$ cat src/rtl/wb_rr_arbiter_pkg.sv
// Shared types and defaults for the round-robin Wishbone arbiter.
// Holds the FSM state encoding and the default bus widths.
package wb_rr_arbiter_pkg;

   typedef enum logic [1:0] {
      ST_IDLE  = 2'd0,
      ST_GRANT = 2'd1,
      ST_TOUT  = 2'd2
   } arb_state_e;

   localparam int WB_NUM_M   = 2;
   localparam int WB_AW      = 32;
   localparam int WB_DW      = 32;
   localparam int WB_TIMEOUT = 255;
   localparam int WB_TW      = 16;

   // Width of an index into n items; never zero, so n=1 still yields a legal vector.
   function automatic int idx_w(input int n);
      return (n > 1) ? $clog2(n) : 1;
   endfunction

endpackage

$ cat src/rtl/wb_rr_arbiter_if.sv
// Bundle of all master-side and slave-side Wishbone signals around the arbiter.
// The slave modport is the arbiter's view; the master modport is the surrounding bus.
interface wb_rr_arbiter_if
   import wb_rr_arbiter_pkg::*;
#(
   parameter int NUM_M = WB_NUM_M,
   parameter int AW    = WB_AW,
   parameter int DW    = WB_DW
) ();

   logic [NUM_M-1:0]        m_cyc_i;
   logic [NUM_M-1:0]        m_stb_i;
   logic [NUM_M-1:0]        m_we_i;
   logic [NUM_M*DW/8-1:0]   m_sel_i;
   logic [NUM_M*AW-1:0]     m_adr_i;
   logic [NUM_M*DW-1:0]     m_dat_i;
   logic [DW-1:0]           m_dat_o;
   logic [NUM_M-1:0]        m_ack_o;
   logic [NUM_M-1:0]        m_err_o;

   logic                    s_cyc_o;
   logic                    s_stb_o;
   logic                    s_we_o;
   logic [DW/8-1:0]         s_sel_o;
   logic [AW-1:0]           s_adr_o;
   logic [DW-1:0]           s_dat_o;
   logic [DW-1:0]           s_dat_i;
   logic                    s_ack_i;
   logic                    s_err_i;

   logic [NUM_M-1:0]        gnt_o;

   modport slave (
      input  m_cyc_i, m_stb_i, m_we_i, m_sel_i, m_adr_i, m_dat_i,
      input  s_dat_i, s_ack_i, s_err_i,
      output m_dat_o, m_ack_o, m_err_o,
      output s_cyc_o, s_stb_o, s_we_o, s_sel_o, s_adr_o, s_dat_o,
      output gnt_o
   );

   modport master (
      output m_cyc_i, m_stb_i, m_we_i, m_sel_i, m_adr_i, m_dat_i,
      output s_dat_i, s_ack_i, s_err_i,
      input  m_dat_o, m_ack_o, m_err_o,
      input  s_cyc_o, s_stb_o, s_we_o, s_sel_o, s_adr_o, s_dat_o,
      input  gnt_o
   );

endinterface

$ cat src/rtl/wb_rr_arbiter_rr_pick.sv
// Combinational round-robin picker: first set request after i_last, wrapping.
// Kept free of bus details so an interrupt controller can reuse it.
module rr_pick
   import wb_rr_arbiter_pkg::*;
#(
   parameter int N  = 2,
   parameter int LW = idx_w(N)
) (
   input  logic [N-1:0]  i_req,
   input  logic [LW-1:0] i_last,
   output logic [N-1:0]  o_gnt,
   output logic          o_valid
);

   always_comb begin
      int v_idx;
      o_gnt   = '0;
      o_valid = 1'b0;
      v_idx   = 0;
      for (int i = 1; i <= N; i++) begin
         v_idx = (int'(i_last) + i) % N;
         if (!o_valid && i_req[v_idx[LW-1:0]]) begin
            o_gnt[v_idx[LW-1:0]] = 1'b1;
            o_valid              = 1'b1;
         end
      end
   end

endmodule

$ cat src/rtl/wb_rr_arbiter.sv
// Round-robin Wishbone B3 classic arbiter: NUM_M masters onto one slave port,
// grant held for the whole cyc burst, watchdog errors out accesses never acked.
//
//   state    | meaning
//   ---------+----------------------------------------------------------
//   ST_IDLE  | no owner; pick next requester after r_last
//   ST_GRANT | r_gnt owns the slave; signals routed, watchdog running
//   ST_TOUT  | watchdog expired; slave cyc dropped, 1-cycle err to owner
module wb_rr_arbiter
   import wb_rr_arbiter_pkg::*;
#(
   parameter int NUM_M   = WB_NUM_M,
   parameter int AW      = WB_AW,
   parameter int DW      = WB_DW,
   parameter int TIMEOUT = WB_TIMEOUT,
   parameter int TW      = WB_TW
) (
   input  logic              clk_i,
   input  logic              rst_i,
   wb_rr_arbiter_if.slave    bus
);

   localparam int SW = DW / 8;
   localparam int LW = idx_w(NUM_M);

   arb_state_e        r_state;
   logic [NUM_M-1:0]  r_gnt;
   logic [LW-1:0]     r_last;
   logic [TW-1:0]     r_wd;

   logic [NUM_M-1:0]  w_win_oh;
   logic              w_win_valid;
   logic [LW-1:0]     w_win_idx;

   logic              w_cyc;
   logic              w_stb;
   logic              w_we;
   logic [SW-1:0]     w_sel;
   logic [AW-1:0]     w_adr;
   logic [DW-1:0]     w_dat;
   logic [NUM_M-1:0]  w_ack;
   logic [NUM_M-1:0]  w_err;

   rr_pick #(
      .N  (NUM_M),
      .LW (LW)
   ) u_pick (
      .i_req   (bus.m_cyc_i),
      .i_last  (r_last),
      .o_gnt   (w_win_oh),
      .o_valid (w_win_valid)
   );

   always_comb begin
      w_win_idx = '0;
      for (int k = 0; k < NUM_M; k++) begin
         if (w_win_oh[k]) w_win_idx = LW'(k);
      end
   end

   // Only the GRANT state drives the slave, so IDLE and TOUT present an idle bus.
   always_comb begin
      w_cyc = 1'b0;
      w_stb = 1'b0;
      w_we  = 1'b0;
      w_sel = '0;
      w_adr = '0;
      w_dat = '0;
      for (int k = 0; k < NUM_M; k++) begin
         if (r_state == ST_GRANT && r_gnt[k]) begin
            w_cyc = bus.m_cyc_i[k];
            w_stb = bus.m_stb_i[k] & bus.m_cyc_i[k];
            w_we  = bus.m_we_i[k];
            w_sel = bus.m_sel_i[k*SW +: SW];
            w_adr = bus.m_adr_i[k*AW +: AW];
            w_dat = bus.m_dat_i[k*DW +: DW];
         end
      end
   end

   always_comb begin
      w_ack = '0;
      w_err = '0;
      if (r_state == ST_GRANT) begin
         w_ack = r_gnt & {NUM_M{bus.s_ack_i}};
         w_err = r_gnt & {NUM_M{bus.s_err_i}};
      end else if (r_state == ST_TOUT) begin
         w_err = r_gnt;
      end
   end

   always_ff @(posedge clk_i or negedge rst_i) begin
      if (!rst_i) begin
         r_state <= ST_IDLE;
         r_gnt   <= '0;
         r_last  <= LW'(NUM_M - 1);
         r_wd    <= '0;
      end else begin
         unique case (r_state)
            ST_IDLE: begin
               r_wd <= '0;
               if (w_win_valid) begin
                  r_state <= ST_GRANT;
                  r_gnt   <= w_win_oh;
                  r_last  <= w_win_idx;
               end
            end
            ST_GRANT: begin
               if (!w_cyc) begin
                  r_state <= ST_IDLE;
                  r_gnt   <= '0;
                  r_wd    <= '0;
               end else if (w_stb && !bus.s_ack_i && !bus.s_err_i) begin
                  // Expiry fires on the TIMEOUT-th unanswered strobe cycle; an ack that cycle wins.
                  if (r_wd == TW'(TIMEOUT - 1)) begin
                     r_state <= ST_TOUT;
                     r_wd    <= '0;
                  end else begin
                     r_wd <= r_wd + 1'b1;
                  end
               end else begin
                  r_wd <= '0;
               end
            end
            ST_TOUT: begin
               r_state <= ST_IDLE;
               r_gnt   <= '0;
               r_wd    <= '0;
            end
            default: begin
               r_state <= ST_IDLE;
               r_gnt   <= '0;
               r_wd    <= '0;
            end
         endcase
      end
   end

   assign bus.s_cyc_o = w_cyc;
   assign bus.s_stb_o = w_stb;
   assign bus.s_we_o  = w_we;
   assign bus.s_sel_o = w_sel;
   assign bus.s_adr_o = w_adr;
   assign bus.s_dat_o = w_dat;
   assign bus.m_ack_o = w_ack;
   assign bus.m_err_o = w_err;
   assign bus.m_dat_o = bus.s_dat_i;
   assign bus.gnt_o   = r_gnt;

endmodule

$ cat src/flat_wrapper.sv
// flat-port wrapper written by rule: the top's interface ports become plain ports
module wb_rr_arbiter_flat import wb_rr_arbiter_pkg::*;
#(
   parameter int NUM_M   = WB_NUM_M,
   parameter int AW      = WB_AW,
   parameter int DW      = WB_DW,
   parameter int TIMEOUT = WB_TIMEOUT,
   parameter int TW      = WB_TW
)
  (clk_i, rst_i, bus_m_cyc_i, bus_m_stb_i, bus_m_we_i, bus_m_sel_i, bus_m_adr_i, bus_m_dat_i, bus_s_dat_i, bus_s_ack_i, bus_s_err_i, bus_m_dat_o, bus_m_ack_o, bus_m_err_o, bus_s_cyc_o, bus_s_stb_o, bus_s_we_o, bus_s_sel_o, bus_s_adr_o, bus_s_dat_o, bus_gnt_o);
  wb_rr_arbiter_if #(.NUM_M(NUM_M), .AW(AW), .DW(DW)) bus_i ();
  input  logic clk_i;
  input  logic rst_i;
  input wire logic [$bits(bus_i.m_cyc_i)-1:0] bus_m_cyc_i;
  input wire logic [$bits(bus_i.m_stb_i)-1:0] bus_m_stb_i;
  input wire logic [$bits(bus_i.m_we_i)-1:0] bus_m_we_i;
  input wire logic [$bits(bus_i.m_sel_i)-1:0] bus_m_sel_i;
  input wire logic [$bits(bus_i.m_adr_i)-1:0] bus_m_adr_i;
  input wire logic [$bits(bus_i.m_dat_i)-1:0] bus_m_dat_i;
  input wire logic [$bits(bus_i.s_dat_i)-1:0] bus_s_dat_i;
  input wire logic [$bits(bus_i.s_ack_i)-1:0] bus_s_ack_i;
  input wire logic [$bits(bus_i.s_err_i)-1:0] bus_s_err_i;
  output wire logic [$bits(bus_i.m_dat_o)-1:0] bus_m_dat_o;
  output wire logic [$bits(bus_i.m_ack_o)-1:0] bus_m_ack_o;
  output wire logic [$bits(bus_i.m_err_o)-1:0] bus_m_err_o;
  output wire logic [$bits(bus_i.s_cyc_o)-1:0] bus_s_cyc_o;
  output wire logic [$bits(bus_i.s_stb_o)-1:0] bus_s_stb_o;
  output wire logic [$bits(bus_i.s_we_o)-1:0] bus_s_we_o;
  output wire logic [$bits(bus_i.s_sel_o)-1:0] bus_s_sel_o;
  output wire logic [$bits(bus_i.s_adr_o)-1:0] bus_s_adr_o;
  output wire logic [$bits(bus_i.s_dat_o)-1:0] bus_s_dat_o;
  output wire logic [$bits(bus_i.gnt_o)-1:0] bus_gnt_o;
  assign bus_i.m_cyc_i = bus_m_cyc_i;
  assign bus_i.m_stb_i = bus_m_stb_i;
  assign bus_i.m_we_i = bus_m_we_i;
  assign bus_i.m_sel_i = bus_m_sel_i;
  assign bus_i.m_adr_i = bus_m_adr_i;
  assign bus_i.m_dat_i = bus_m_dat_i;
  assign bus_i.s_dat_i = bus_s_dat_i;
  assign bus_i.s_ack_i = bus_s_ack_i;
  assign bus_i.s_err_i = bus_s_err_i;
  assign bus_m_dat_o = bus_i.m_dat_o;
  assign bus_m_ack_o = bus_i.m_ack_o;
  assign bus_m_err_o = bus_i.m_err_o;
  assign bus_s_cyc_o = bus_i.s_cyc_o;
  assign bus_s_stb_o = bus_i.s_stb_o;
  assign bus_s_we_o = bus_i.s_we_o;
  assign bus_s_sel_o = bus_i.s_sel_o;
  assign bus_s_adr_o = bus_i.s_adr_o;
  assign bus_s_dat_o = bus_i.s_dat_o;
  assign bus_gnt_o = bus_i.gnt_o;
  wb_rr_arbiter #(.NUM_M(NUM_M), .AW(AW), .DW(DW), .TIMEOUT(TIMEOUT), .TW(TW)) u_core (.clk_i(clk_i), .rst_i(rst_i), .bus(bus_i));
endmodule
$ cat config.mk
export PLATFORM = sky130hd
export DESIGN_NAME = wb_rr_arbiter_flat
export DESIGN_NICKNAME = d
export VERILOG_FILES = /design/src/rtl/wb_rr_arbiter_pkg.sv /design/src/rtl/wb_rr_arbiter_if.sv /design/src/rtl/wb_rr_arbiter_rr_pick.sv /design/src/rtl/wb_rr_arbiter.sv /design/src/flat_wrapper.sv
export SDC_FILE = /design/constraint.sdc
export NUM_CORES = 1
export LEC_CHECK = 0
export ABC_AREA = 1
export BUFFER_PORTS_ARGS = -buffer_cell sky130_fd_sc_hd__buf_2
export CAP_MARGIN = 20
export CORE_AREA = 4 4 109 111
export DETAILED_ROUTE_END_ITERATION = 10
export DIE_AREA = 0 0 113 115
export SYNTH_ARGS = -nofsm -noshare
export SYNTH_HDL_FRONTEND = slang
export SYNTH_SLANG_ARGS = --single-unit
export TNS_END_PERCENT = 50
$ cat constraint.sdc
create_clock -name clk_i -period 1.96 [get_ports clk_i]
set_input_delay 0.392 -clock clk_i [delete_from_list [all_inputs] [get_ports clk_i]]
set_output_delay 0.392 -clock clk_i [all_outputs]
set_load 0.01 [all_outputs]
==> results.sh, run 1 <==
export IMPL_synth_yosys_seq_area_share=0.2173
export IMPL_cts_sinks=21
export IMPL_die_area_um2=13000
export IMPL_clock_skew_ns=0.002950
export IMPL_rsz0062_at_grt="true"
export IMPL_hold_buffers=0
export IMPL_start_util=0.2246
export IMPL_globalplace_congestion=0.8213
export IMPL_netlist_area_leader_share=0.2664
export IMPL_critPathMaxFanout=6
export IMPL_numCtsBuffers=3
export IMPL_cp_start_kind="flop"
export IMPL_clock_latency_ns=0.26
export IMPL_crit_type="reg2out"
export IMPL_cp_arrival_ns=1.54
export IMPL_peakVddDrop_mv=0.3949
export IMPL_p_seq_frac=0.149
export IMPL_grt_pass1_vias=3070
export IMPL_detail_route_antenna_nets=0
export IMPL_clkTransAtPathRegs_ns=0.08
export IMPL_dr_total_vias=3346
export IMPL_drv_slew=0
export IMPL_overflow=0
export IMPL_p_int_uw=1744
export IMPL_cts_tree="yes"
export IMPL_dp_cells=737
export IMPL_drtIter0Drc=230
export IMPL_ys_seq_elements=21
export IMPL_cp_startpoint="u_core.r_state[1]$_DFFE_PN0P_"
export IMPL_min_period_ns=1.933
export IMPL_status="completed"
export IMPL_place_area_um2=3476
export IMPL_num_rows=38
export IMPL_h_tree_depth=1
export IMPL_die_height_um=115
export IMPL_fp_coreArea_um2=10790
export IMPL_p_sw_frac=0.5004
export IMPL_yosysUniqueCellTypes=24
export IMPL_dp_hpwl_um=9944
export IMPL_grt_max_degree=54
export IMPL_worst_path_max_delay_cell="dfrtp_1"
export IMPL_reg2reg_from="u_core.r_state[1]$_DFFE_PN0P_"
export IMPL_power_density_nw_per_um2=909.0
export IMPL_routed_wl_um=12380
export IMPL_fin_crit_sh=0.9864
export IMPL_max_freq_mhz=517.2
export IMPL_wl_per_cell_um=16.49
export IMPL_power_leakage_uw=0.002234
export IMPL_cpPeakStageDelay_ns=0.40
export IMPL_power_switching_uw=1747
export IMPL_syn_nets=602
export IMPL_worst_pin_slew_ns=0.4942
export IMPL_antenna_found_initial=0
export IMPL_synth_ff_type="dfrtp_1"
export IMPL_synth_area_leaders="nand2_1 (27%), dfrtp_1 (21%), nand3_1 (17%)"
export IMPL_nets=792
export IMPL_worstPathCellList="inv_2 -> nand2_4 -> nor2_4 -> buf_12 -> buf_12 -> inv_6 -> nand2_4 -> and2_4 -> buf_6"
export IMPL_worstPathRequired_ns=1.57
export IMPL_die_w_um=113
export IMPL_synth_top_cell_by_area="nand2_1"
export IMPL_drive_above_1_share=0.4403
export IMPL_avgSynthCellArea_um2=5.743
export IMPL_drt_pass1_iter_count=4
export IMPL_via_per_inst=4.455
export IMPL_drc_errors=0
export IMPL_port_buffers=222
export IMPL_slew_headroom=0.6705
export IMPL_cts_buffer_depth=2
export IMPL_setup_violations=0
export IMPL_pwr_share_clk=0.082
export IMPL_hold_viol_final=0
export IMPL_io_pins=287
export IMPL_synth_cells=422
export IMPL_syn_to_final_growth_pct=58.49
export IMPL_cts_root_buf="clkbuf_8"
export IMPL_final_core_util=0.3559
export IMPL_grt_pass1_wl_um=17330
export IMPL_diodes=0
export IMPL_synth_async_reset_ratio=1.000
export IMPL_track_usage=0.1685
export IMPL_synth_edf_count=0
export IMPL_hold_class="in2async"
export IMPL_drv_cap=0
export IMPL_ys_warn_count=0
export IMPL_endpoint_kind="output port"
export IMPL_p_comb_frac=0.769
export IMPL_synthesis_area_um2=2424
export IMPL_stdcell_count=751
export IMPL_fin_area_um2=3841
[through the flow]
stage | hold WS [ns] | total power (µW) | setup slack (ns) | TNS, ns
global route | 0.1098 | 3761 | -0.06925 | -0.9217
CTS | 0.09002 | 3384 | -0.01924 | -0.1857
detailed placement | 0.3795 | 2804 | 0.1687 | 0
finish | 0.08342 | 3491 | 0.02665 | 0
global placement | 0.3771 | 2817 | 0.2032 | 0
floorplan | 0.09641 | 1811 | 0.3765 | 0
[flip-flops by register name (all words and copies together), names as in the netlist]
name / cells
u_core.r_state: 2
u_core.r_last: 1
u_core.bus.gnt_o: 2
u_core.r_wd: 16
[critical path: cells and delay by family (launching register included)]
kind,cells,cell delay [ns]
and+or+nand+nor,4,0.37
buffers and inverters,5,0.50
DFF,1,0.40
[path summary, 6_finish.rpt]
check	slack, ns	depth (start not counted)	endpoint
worst min register to register	0.48	2	u_core.r_last$_DFFE_PN1P_
worst max register to register	0.33	10	u_core.r_state[1]$_DFFE_PN0P_
max in group asynchronous	1.52	1	u_core.r_last$_DFFE_PN1P_
worst max-delay path	0.03	9	bus_s_stb_o
worst min-delay path	0.08	1	u_core.r_wd[9]$_DFF_PN0_
min in group clk_i	0.46	4	u_core.r_last$_DFFE_PN1P_
[layout make-up]
type	count	area, µm²
Tap cell	140	175.2
Multi-Input combinational cell	330	1543
Sequential cell	21	526.8
Inverter	18	72.57
Clock buffer	3	41.29
Fill cell	1190	6952
Clock inverter	1	5.005
Timing Repair Buffer	238	1478
[power groups by stage]
stage	logic (µW)	registers (µW)	clock network [µW]
after floorplan	1280	526	0
after global placement	2300	520	0
after detailed placement	2280	523	0
after CTS	2570	518	300
after global routing	2920	527	315
final	2690	519	286
[logic make-up after synthesis]
logic type	count (synthesis)	synth area share
AOI/OAI and AO/OA	6	0.01342
xor gates and xnor gates	12	0.04337
adders and majority gates	2	0.01032
buffers and inverters	71	0.1688
DFF	21	0.2173
and+or+nand+nor	310	0.5467
[routing by layer]
metal | vias to the layer above | global-route usage | routed length, µm
li1 | 1688 | - | -
met1 | 1472 | 0.2068 | 4875
met2 | 174 | 0.2883 | 5942
met3 | 12 | 0.06684 | 1438
met4 | 0 | 0.02003 | 127
met5 | - | 0.003704 | 0
[repair_timing]
| action | in CTS | in global routing |
|---|---|---|
| gates resized for setup | 14 | 45 |
| pin swaps | 2 | 9 |
| setup endpoints to repair | 15 | 71 |
| gates cloned | 3 | 1 |
| buffers inserted | 6 | 3 |
[Yosys cell counts (2+ instances only)]
cell and n:
nand2_1 172, nand3_1 82, nor2_1 41, buf_4 34, dfrtp_1 20, inv_1 15
buf_2 12, xor2_1 8, buf_1 7, nor3_1 5, xnor2_1 4, inv_2 3
o21ai_0 3, a21oi_1 2, ha_1 2, nand2_2 2, nand4_1 2, nor2_4 2
[layout by cell type, fill, tap and decap left out, types with 2 or more instances in the layout]
cell and n:
xnor2_1 4, nand4_1 2, nor2_1 41, ha_1 2, buf_6 19, nand3_1 79, inv_2 2, nand3_2 4
xor2_1 8, buf_4 10, inv_1 15, buf_12 6, nand2_2 12, nand2_4 2, dfrtp_1 20, o21ai_0 3
buf_2 200, clkbuf_8 3, nor2_4 2, a21oi_1 2, nor3_1 5, nand2_1 160
Note: power is estimated with default switching activity, not from simulation.
==> run 2, diff against run 1 <==
--- a/config.mk
+++ b/config.mk
@@ -5,7 +5,7 @@
 export SDC_FILE = /design/constraint.sdc
 export NUM_CORES = 1
 export LEC_CHECK = 0
-export ABC_AREA = 1
+export ABC_AREA = 0
 export BUFFER_PORTS_ARGS = -buffer_cell sky130_fd_sc_hd__buf_2
 export CAP_MARGIN = 20
 export CORE_AREA = 4 4 109 111
==> results.sh, run 2 <==
export IMPL_cts_buffer_depth=2
export IMPL_worstPathRequired_ns=1.57
export IMPL_synth_top_cell_by_area="a22o_1"
export IMPL_drc_errors=0
export IMPL_synthAdderAreaFrac=0.01201
export IMPL_finalWorstSetupSlack_ns=-0.07250
export IMPL_routed_wl_um=11660
export IMPL_port_buffers=222
export IMPL_grt_pass1_wl_um=15340
export IMPL_dr_total_vias=2764
export IMPL_num_rows=38
export IMPL_cts_sinks=21
export IMPL_crit_type="reg2out"
export IMPL_final_core_util=0.3372
export IMPL_cp_start_kind="flop"
export IMPL_layout_commonest_cell="buf_2"
export IMPL_detail_route_antenna_nets=0
export IMPL_h_tree_depth=1
export IMPL_synth_area_leaders="a22o_1 (29%), dfrtp_1 (24%), buf_4 (12%)"
export IMPL_cp_startpoint="u_core.bus.gnt_o[1]$_DFFE_PN0P_"
export IMPL_via_per_inst=4.741
export IMPL_slew_headroom=0.6784
export IMPL_nets=623
export IMPL_clock_latency_ns=0.26
export IMPL_yosysMostFrequentCell="a22o_1"
export IMPL_synthSimpleGateAreaFrac=0.1718
export IMPL_rr_endpoint="u_core.r_wd[6]$_DFF_PN0_"
export IMPL_power_leakage_uw=0.001925
export IMPL_fp_coreArea_um2=10790
export IMPL_muxShareOfSynthArea=0
export IMPL_synth_top_family_by_area="compound AO/OA/AOI/OAI gates"
export IMPL_overflow=0
export IMPL_cts_root_buf="clkbuf_8"
export IMPL_place_area_um2=3168
export IMPL_synth_compound_area_share=0.3369
export IMPL_synth_async_reset_ratio=1.000
export IMPL_track_usage=0.1509
export IMPL_yosysUniqueCellTypes=38
export IMPL_largest_register_ff_count=16
export IMPL_hold_viol_final=0
export IMPL_die_area_um2=13000
export IMPL_die_height_um=115
export IMPL_endpoint_kind="output port"
export IMPL_synthTopCellsByCount="a22o_1 (70), buf_4 (32), dfrtp_1 (20), nor2_1 (20), nand2_1 (11)"
export IMPL_cp_arrival_ns=1.64
export IMPL_reg2reg_from="u_core.bus.gnt_o[0]$_DFFE_PN0P_"
export IMPL_synth_cells=240
export IMPL_violations="negative setup slack"
export IMPL_syn_to_final_growth_pct=74.71
export IMPL_start_util=0.1930
export IMPL_grt_pass1_vias=2596
export IMPL_post_place_ws_ns=0.1430
export IMPL_power_density_nw_per_um2=1054
export IMPL_critPathMaxFanout=9
export IMPL_reg2reg_depth=7
export IMPL_io_pins=287
export IMPL_peakVddDrop_mv=0.4062
export IMPL_syn_nets=420
export IMPL_drv_cap=0
export IMPL_setup_violations=64
export IMPL_fin_area_um2=3640
export IMPL_synthesis_area_um2=2083
export IMPL_netlist_area_leader_share=0.2943
export IMPL_max_freq_mhz=492.0
export IMPL_hold_buffers=0
export IMPL_clkTransAtPathRegs_ns=0.07
export IMPL_synth_yosys_seq_area_share=0.2529
export IMPL_antenna_found_initial=1
export IMPL_die_w_um=113
export IMPL_layout_common_cells="buf_2 (213), a22o_1 (63), nor2_1 (20), dfrtp_1 (20), buf_6 (14)"
export IMPL_worst_pin_slew_ns=0.4824
export IMPL_ys_seq_elements=21
export IMPL_clock_skew_ns=0.002237
export IMPL_fin_crit_sh=1.037
export IMPL_globalplace_congestion=0.9265
export IMPL_drtIter0Drc=198
export IMPL_drt_pass1_iter_count=4
export IMPL_synth_xor_xnor_area_share=0.05886
export IMPL_drv_slew=0
export IMPL_reg2reg_slack_ns=0.17
export IMPL_min_period_ns=2.032
export IMPL_wl_per_cell_um=19.99
export IMPL_numCtsBuffers=3
export IMPL_regMostFlops="u_core.r_wd"
export IMPL_rsz0062_at_grt="true"
export IMPL_drive_above_1_share=0.6041
export IMPL_holdWs_ns=0.08623
export IMPL_hold_class="in2async"
export IMPL_synth_ff_type="dfrtp_1"
export IMPL_ys_warn_count=0
export IMPL_cts_tree="yes"
export IMPL_synth_edf_count=0
export IMPL_dp_hpwl_um=9135
export IMPL_status="finished with violations"
export IMPL_avgSynthCellArea_um2=8.680
export IMPL_grt_max_degree=46
export IMPL_crit_end="bus_s_dat_o[29]"
==> run 2: cell count changes in the layout (fill, tap and decap cells not counted), moves of 12 or more <==
cell,previous run,this run
nand2_1,160,11
nand3_1,79,5
a22o_1,0,63
nor2_1,41,20
buf_2,200,213
nand2_2,12,0
==> run 2: logic make-up after synthesis <==
family / after synthesis
fa+ha+maj: 2
flops: 21
xor+xnor: 14
buf+inv: 57
simple gates: 65
compound gates: 81
==> run 2: worst min path at each step <==
stage               start                              end  slack, ns
finish              rst_i         u_core.r_wd[0]$_DFF_PN0_       0.09
global route        rst_i         u_core.r_wd[7]$_DFF_PN0_       0.11
CTS                 rst_i         u_core.r_wd[5]$_DFF_PN0_       0.09
detailed placement  rst_i         u_core.r_wd[5]$_DFF_PN0_       0.39
global placement    rst_i         u_core.r_wd[5]$_DFF_PN0_       0.37
floorplan           rst_i  u_core.bus.gnt_o[0]$_DFFE_PN0P_        0.1
==> run 2: layout make-up <==
type / instances / area, µm²
fill: 1127 / 7153
clock buffer: 4 / 45.04
antenna: 1 / 2.502
multi-input combinational: 162 / 1285
tap: 140 / 175.2
inverter: 7 / 26.28
sequential: 21 / 526.8
timing repair buffer: 248 / 1579
==> run 2: metrics by stage <==
step | setup TNS (ns) | total power, µW | std cells
2_1_floorplan | 0 | 1881 | 240
3_3_place_gp | 0 | 2947 | 563
3_5_place_dp | 0 | 2956 | 563
4_1_cts | -2.153 | 3645 | 574
5_1_grt | -7.212 | 4067 | 583
6_report | -2.222 | 3837 | 583
==> run 2: report_power, final <==
part,internal [µW],switching (µW),total (µW)
Combinational,1570,1470,3040
Clock,145,133,277
Sequential,484,36.1,520
Total,2200,1640,3840
==> run 2: layer usage <==
layer | global-route usage | up-vias | share of wire
li1 | - | 1284 | -
met1 | 0.2082 | 1281 | 0.42
met2 | 0.2350 | 175 | 0.46
met3 | 0.04105 | 24 | 0.091
met4 | 0.03686 | 0 | 0.023
met5 | 0 | - | 0
==> run 2: timing repair <==
item / CTS / global route
gates cloned: 3 / 5
gates resized for setup: 21 / 8
setup endpoints to repair: 60 / 86
pin swaps: 10 / 16
setup buffers: 4 / 3
==> run 2: critical path, stage by stage (launching register included) <==
cell and delay, ns:
dfrtp_1 0.39, and4bb_4 0.39, buf_12 0.16, buf_12 0.12, a22o_1 0.17, buf_2 0.15
